===== src/rtl/group_mac_drain.sv =====
// group_mac_drain: captures the final GROUP_NB-lane accumulator vector from
// group_mac and streams the lanes out one per valid/ready handshake, lane 0
// first. Each lane is rounded from Q(IMG_FIXED+KER_FIXED) down to Q(IMG_FIXED)
// and saturated to a signed IMG_WIDTH word.
// Optional build macro: GROUP_MAC_DRAIN_RELU_EN clamps negative output words
// to zero after saturation. out_sat still reports only range saturation.
module group_mac_drain #(
  parameter int GROUP_NB  = 4,
  parameter int IMG_WIDTH = 16,
  parameter int KER_WIDTH = 8,
  parameter int IMG_FIXED = IMG_WIDTH / 4,
  parameter int KER_FIXED = KER_WIDTH / 2,
  localparam int LW = IMG_WIDTH + KER_WIDTH + 1,
  localparam int IW = (GROUP_NB > 1) ? $clog2(GROUP_NB) : 1
) (
  input  logic                   clk,
  input  logic                   rst_n,
  input  logic [GROUP_NB*LW-1:0] result,
  input  logic                   last,
  output logic                   busy,
  output logic [IMG_WIDTH-1:0]   out_data,
  output logic [IW-1:0]          out_idx,
  output logic                   out_valid,
  input  logic                   out_ready,
  output logic                   out_last,
  output logic                   out_sat,
  output logic                   overrun
);

  // Accumulator fraction is IMG_FIXED+KER_FIXED; output keeps IMG_FIXED.
  localparam int ACC_FIXED = IMG_FIXED + KER_FIXED;
  localparam int SHIFT     = ACC_FIXED - IMG_FIXED;

  localparam logic signed [LW:0] RND     = (LW+1)'(2 ** (SHIFT - 1));
  localparam logic signed [LW:0] SAT_MAX = (LW+1)'(2 ** (IMG_WIDTH - 1) - 1);
  localparam logic signed [LW:0] SAT_MIN = (LW+1)'(-(2 ** (IMG_WIDTH - 1)));

  localparam logic [0:0] S_IDLE = 1'b0;
  localparam logic [0:0] S_SEND = 1'b1;

  localparam logic [IW-1:0] IDX_LAST = IW'(GROUP_NB - 1);

  logic [0:0]             state_reg;
  logic [GROUP_NB*LW-1:0] shadow_reg;
  logic [IW-1:0]          idx_reg;
  logic                   overrun_reg;

  logic                   sending;
  logic                   handshake;
  logic                   idx_is_last;

  logic signed [LW-1:0]   lanes [GROUP_NB];
  logic signed [LW-1:0]   lane;
  logic signed [LW:0]     widened;
  logic signed [LW:0]     rounded;
  logic [IMG_WIDTH-1:0]   sat_data;
  logic                   sat_flag;

  assign sending     = (state_reg == S_SEND);
  assign handshake   = sending && out_ready;
  assign idx_is_last = (idx_reg == IDX_LAST);

  // Unpack the shadow vector into per-lane views.
  generate
    for (genvar gi = 0; gi < GROUP_NB; gi++) begin : g_lane
      assign lanes[gi] = shadow_reg[gi*LW +: LW];
    end
  endgenerate

  // Select the lane addressed by the registered index.
  always_comb begin
    lane = lanes[0];
    for (int i = 0; i < GROUP_NB; i++) begin
      if (idx_reg == IW'(i)) begin
        lane = lanes[i];
      end
    end
  end

  // Round half up on one extra bit so the add cannot wrap, then saturate.
  always_comb begin
    widened  = {lane[LW-1], lane} + RND;
    rounded  = widened >>> SHIFT;
    sat_flag = 1'b0;
    sat_data = rounded[IMG_WIDTH-1:0];
    if (rounded > SAT_MAX) begin
      sat_data = {1'b0, {(IMG_WIDTH-1){1'b1}}};
      sat_flag = 1'b1;
    end else if (rounded < SAT_MIN) begin
      sat_data = {1'b1, {(IMG_WIDTH-1){1'b0}}};
      sat_flag = 1'b1;
    end
  end

`ifdef GROUP_MAC_DRAIN_RELU_EN
  // Negative words become zero; this is an activation, not a saturation.
  always_comb begin
    out_data = sat_data[IMG_WIDTH-1] ? '0 : sat_data;
  end
`else
  // Signed words pass through unchanged.
  always_comb begin
    out_data = sat_data;
  end
`endif

  assign out_sat   = sat_flag;
  assign out_idx   = idx_reg;
  assign out_valid = sending;
  assign busy      = sending;
  assign out_last  = sending && idx_is_last;
  assign overrun   = overrun_reg;

  // Capture/drain state machine; a last pulse arriving on the final handshake
  // reloads the shadow directly so back-to-back vectors stream with no bubble.
  always_ff @(posedge clk or negedge rst_n) begin
    if (!rst_n) begin
      state_reg   <= S_IDLE;
      shadow_reg  <= '0;
      idx_reg     <= '0;
      overrun_reg <= 1'b0;
    end else begin
      case (state_reg)
        S_IDLE: begin
          if (last) begin
            shadow_reg <= result;
            idx_reg    <= '0;
            state_reg  <= S_SEND;
          end
        end
        default: begin
          if (handshake) begin
            if (idx_is_last) begin
              idx_reg <= '0;
              if (last) begin
                shadow_reg <= result;
              end else begin
                state_reg <= S_IDLE;
              end
            end else begin
              idx_reg <= idx_reg + IW'(1);
            end
          end
          if (last && !(handshake && idx_is_last)) begin
            overrun_reg <= 1'b1;
          end
        end
      endcase
    end
  end

endmodule


===== config.mk =====
export PLATFORM = sky130hd
export DESIGN_NAME = group_mac_drain
export DESIGN_NICKNAME = d
export VERILOG_FILES = /design/src/rtl/group_mac_drain.sv
export SDC_FILE = /design/constraint.sdc
export NUM_CORES = 1
export LEC_CHECK = 0
export BUFFER_PORTS_ARGS = -buffer_cell sky130_fd_sc_hd__buf_2
export CAP_MARGIN = 20
export CORE_AREA = 2 2 103 95
export CTS_CLUSTER_DIAMETER = 100
export DETAILED_ROUTE_END_ITERATION = 12
export DIE_AREA = 0 0 105 97
export HOLD_SLACK_MARGIN = 0.02
export MAX_ROUTING_LAYER = met4
export PLACE_DENSITY = 0.85
export SLEW_MARGIN = 10
export SYNTH_ARGS = -nofsm -noshare
export SYNTH_HDL_FRONTEND = slang
export SYNTH_SLANG_ARGS = --single-unit

===== constraint.sdc =====
create_clock -name clk -period 7.65 [get_ports clk]
set_input_delay 2.295 -clock clk [delete_from_list [all_inputs] [get_ports clk]]
set_output_delay 2.295 -clock clk [all_outputs]
set_load 0.05 [all_outputs]

==> key figures <==
Cells and area
  – Synthesis-to-layout area growth: 16.6%
  – Nets: between 600 and 700
  – Max reg flops: slightly below 90
  – Diode count: 0
  – Layout cell share with drive strength beyond 1: 0.456

Run status
  – Status: completed

GRT
  – Vias in the first global route: 4256
  – GR Util All Layers: 0.266
  – Largest net degree at the start of global routing: 93
  – First-pass GRT wire length: between 20000 and 25000 µm
  – Initial antenna violation count: 0
  – Gr ovfl total: 0

CTS
  – Post_cts resized: 0
  – H-tree levels: 3
  – Clock Pin Slew Worst Setup and Hold Paths: ~0.090 ns
  – Clock Sinks: 92
  – Clk_lat worst skew: around 0.37 ns
  – CTS tree: done
  – CTS max path bufs: 2
  – Post-CTS setup buffers: 0
  – Root Buffer: clkbuf_8
  – Post-CTS Hold Fix Bufs: 0
  – CTS Buf Count: 9

STA
  – Final setup violating endpoints: 0
  – Final Critical Period: roughly 7.4 ns
  – Final slew viol count: 0
  – RSZ-0062 raised after global routing: false
  – Fin crit share: 0.962
  – Setup Skew: 0.00475 ns
  – Sum Neg Setup Slack: 0 ns
  – Max Clk Rate: between 100 and 150 MHz
  – Actual slew at the worst max-slew pin: around 0.84 ns
  – Hold Vio Cnt, Final: 0
  – Max-slew headroom: 0.435

Worst setup path
  – Reg-to-reg slack, setup: between 5 and 6 ns
  – R2R cell count: 5
  – Capturing point of the worst reg2reg path: shadow_reg[68]
  – FF-to-FF Start: out_idx[0]
  – Startpoint Class: flip-flop
  – Critical path data required time: ~5.4 ns
  – WS Path Type: flip-flop to output pin
  – Crit Path Max Fanout: 15
  – Worst EP arrival: between 5 and 6 ns
  – Worst setup path startpoint: out_idx[0]
  – Crit end category: output pin

Synth
  – Post-Synthesis Cells: ~460
  – Post-synth cell types: 70
  – YS warnings: 0
  – EDFF count, synth: 0
  – Post-synth top flop: dfrtp_1
  – Most frequent cells after synthesis: mux2_2 (98), dfrtp_1 (92), nand2_1 (27)
  – Synth Register Bits: between 90 and 100
  – Synth top area share: 0.442
  – Synth top area cells: dfrtp_1 (44%), mux2_2 (21%), mux2i_1 (2.9%), nand3_1 (2.0%), nand2_1 (1.9%)
  – Syn nets: between 500 and 600
  – Avg Cell Area, Syn: around 11 µm²
  – Sequential share of the synthesized area: 0.442
  – Mapped Area: ~5200 µm²
  – Most numerous cell in the Yosys netlist: mux2_2
  – Synth area leader: dfrtp_1
  – Synth async-reset ratio: 1.00

Floorplan
  – Ports: roughly 130
  – Total core area: around 9000 µm²
  – Die X: ~110 µm
  – Die height: 97 µm
  – Site Rows: 33
  – Initial Util: 0.579
  – Die ar.: 10200 µm²

Worst hold path
  – Hold Path Sink: overrun
  – HP Class: flip-flop to flip-flop
  – Min-Delay Startpoint: overrun
  – Cell count of the worst hold path: 1

Placed design
  – Dpl hpwl: 9320 µm
  – Buffers on Ports: approximately 110
  – GPL Wtd Cong: 0.909

Detailed routing
  – First-pass iteration count of the detailed router: 5
  – Vias per inst: just over 6
  – Initial detailed-routing violation count: about 330
  – Routed WL: roughly 13000 µm
  – Per-cell routed wire length: ~19 µm
  – DRC: 0
  – Vias: approximately 4200
  – Antenna Nets Post-Route: 0

Run
  – Max-cap violation count: 0
critical path: stages (launching register included):
cell	delay, ns
dfrtp_1	0.45
inv_1	0.08
ha_1	0.54
nor2b_2	0.65
a221oi_1	0.19
a311o_1	0.41
or4_1	0.67
o21a_1	0.26
a211oi_2	0.65
a21oi_1	0.29
o21ai_1	0.22
buf_2	0.28
cells in the final DEF, fill, tap and decap left out, types with 8 or more instances in the layout:
master / instances
dfrtp_1: 92
mux2i_1: 15
buf_2: 113
nand3_1: 21
nor2_1: 8
mux2_2: 98
inv_1: 13
xnor2_1: 9
a21oi_1: 16
nand2_1: 27
clkbuf_8: 10
nand3_2: 10
cell type report:
type | instances | area, µm²
Clock buffer | 10 | 138
Clock inverter | 6 | 93.8
Fill cell | 688 | 2930
Inverter | 14 | 52.6
Multi-Input combinational cell | 325 | 2700
Sequential cell | 92 | 2300
Tap cell | 122 | 153
Timing Repair Buffer | 119 | 634
cell families (layout without fill, tap and decap cells):
kind of cell	Yosys count	in the layout	share of synthesized area
compound gates	82	82	0.118
fa+ha+maj	4	4	0.00961
buf+inv	42	149	0.0411
flops	92	92	0.442
simple gates	113	113	0.127
mux	113	113	0.241
xor+xnor	13	13	0.0219
layer usage:
layer	vias up	part of all wire	GRT usage
met1	2052	0.41	0.340
met3	27	0.080	0.0647
met2	204	0.49	0.423
met5	-	0	-
li1	1904	-	-
met4	0	0.018	0.0779
per-stage QoR:
stage	instances	setup WS [ns]	instance area, µm²	hold slack [ns]	util
global route	688	0.0112	6070	0.493	0.675
global placement	671	0.911	5810	0.435	0.646
finish	688	0.294	6070	0.479	0.675
CTS	687	0.363	6040	0.477	0.671
detailed placement	671	0.799	5810	0.456	0.646
floorplan	459	1.20	5210	0.470	-
worst max path at each step:
stage	slack, ns	depth (start not counted)	endpoint
2_1_floorplan	1.20	15	out_data[5]
3_3_place_gp	0.91	12	out_data[0]
3_5_place_dp	0.80	12	out_data[12]
4_1_cts	0.36	11	out_data[12]
5_1_grt	0.01	11	out_data[12]
6_report	0.29	11	out_data[12]
Power is not shown: default switching activity piles up to over one toggle a cycle in this logic, so the estimate is an artifact.
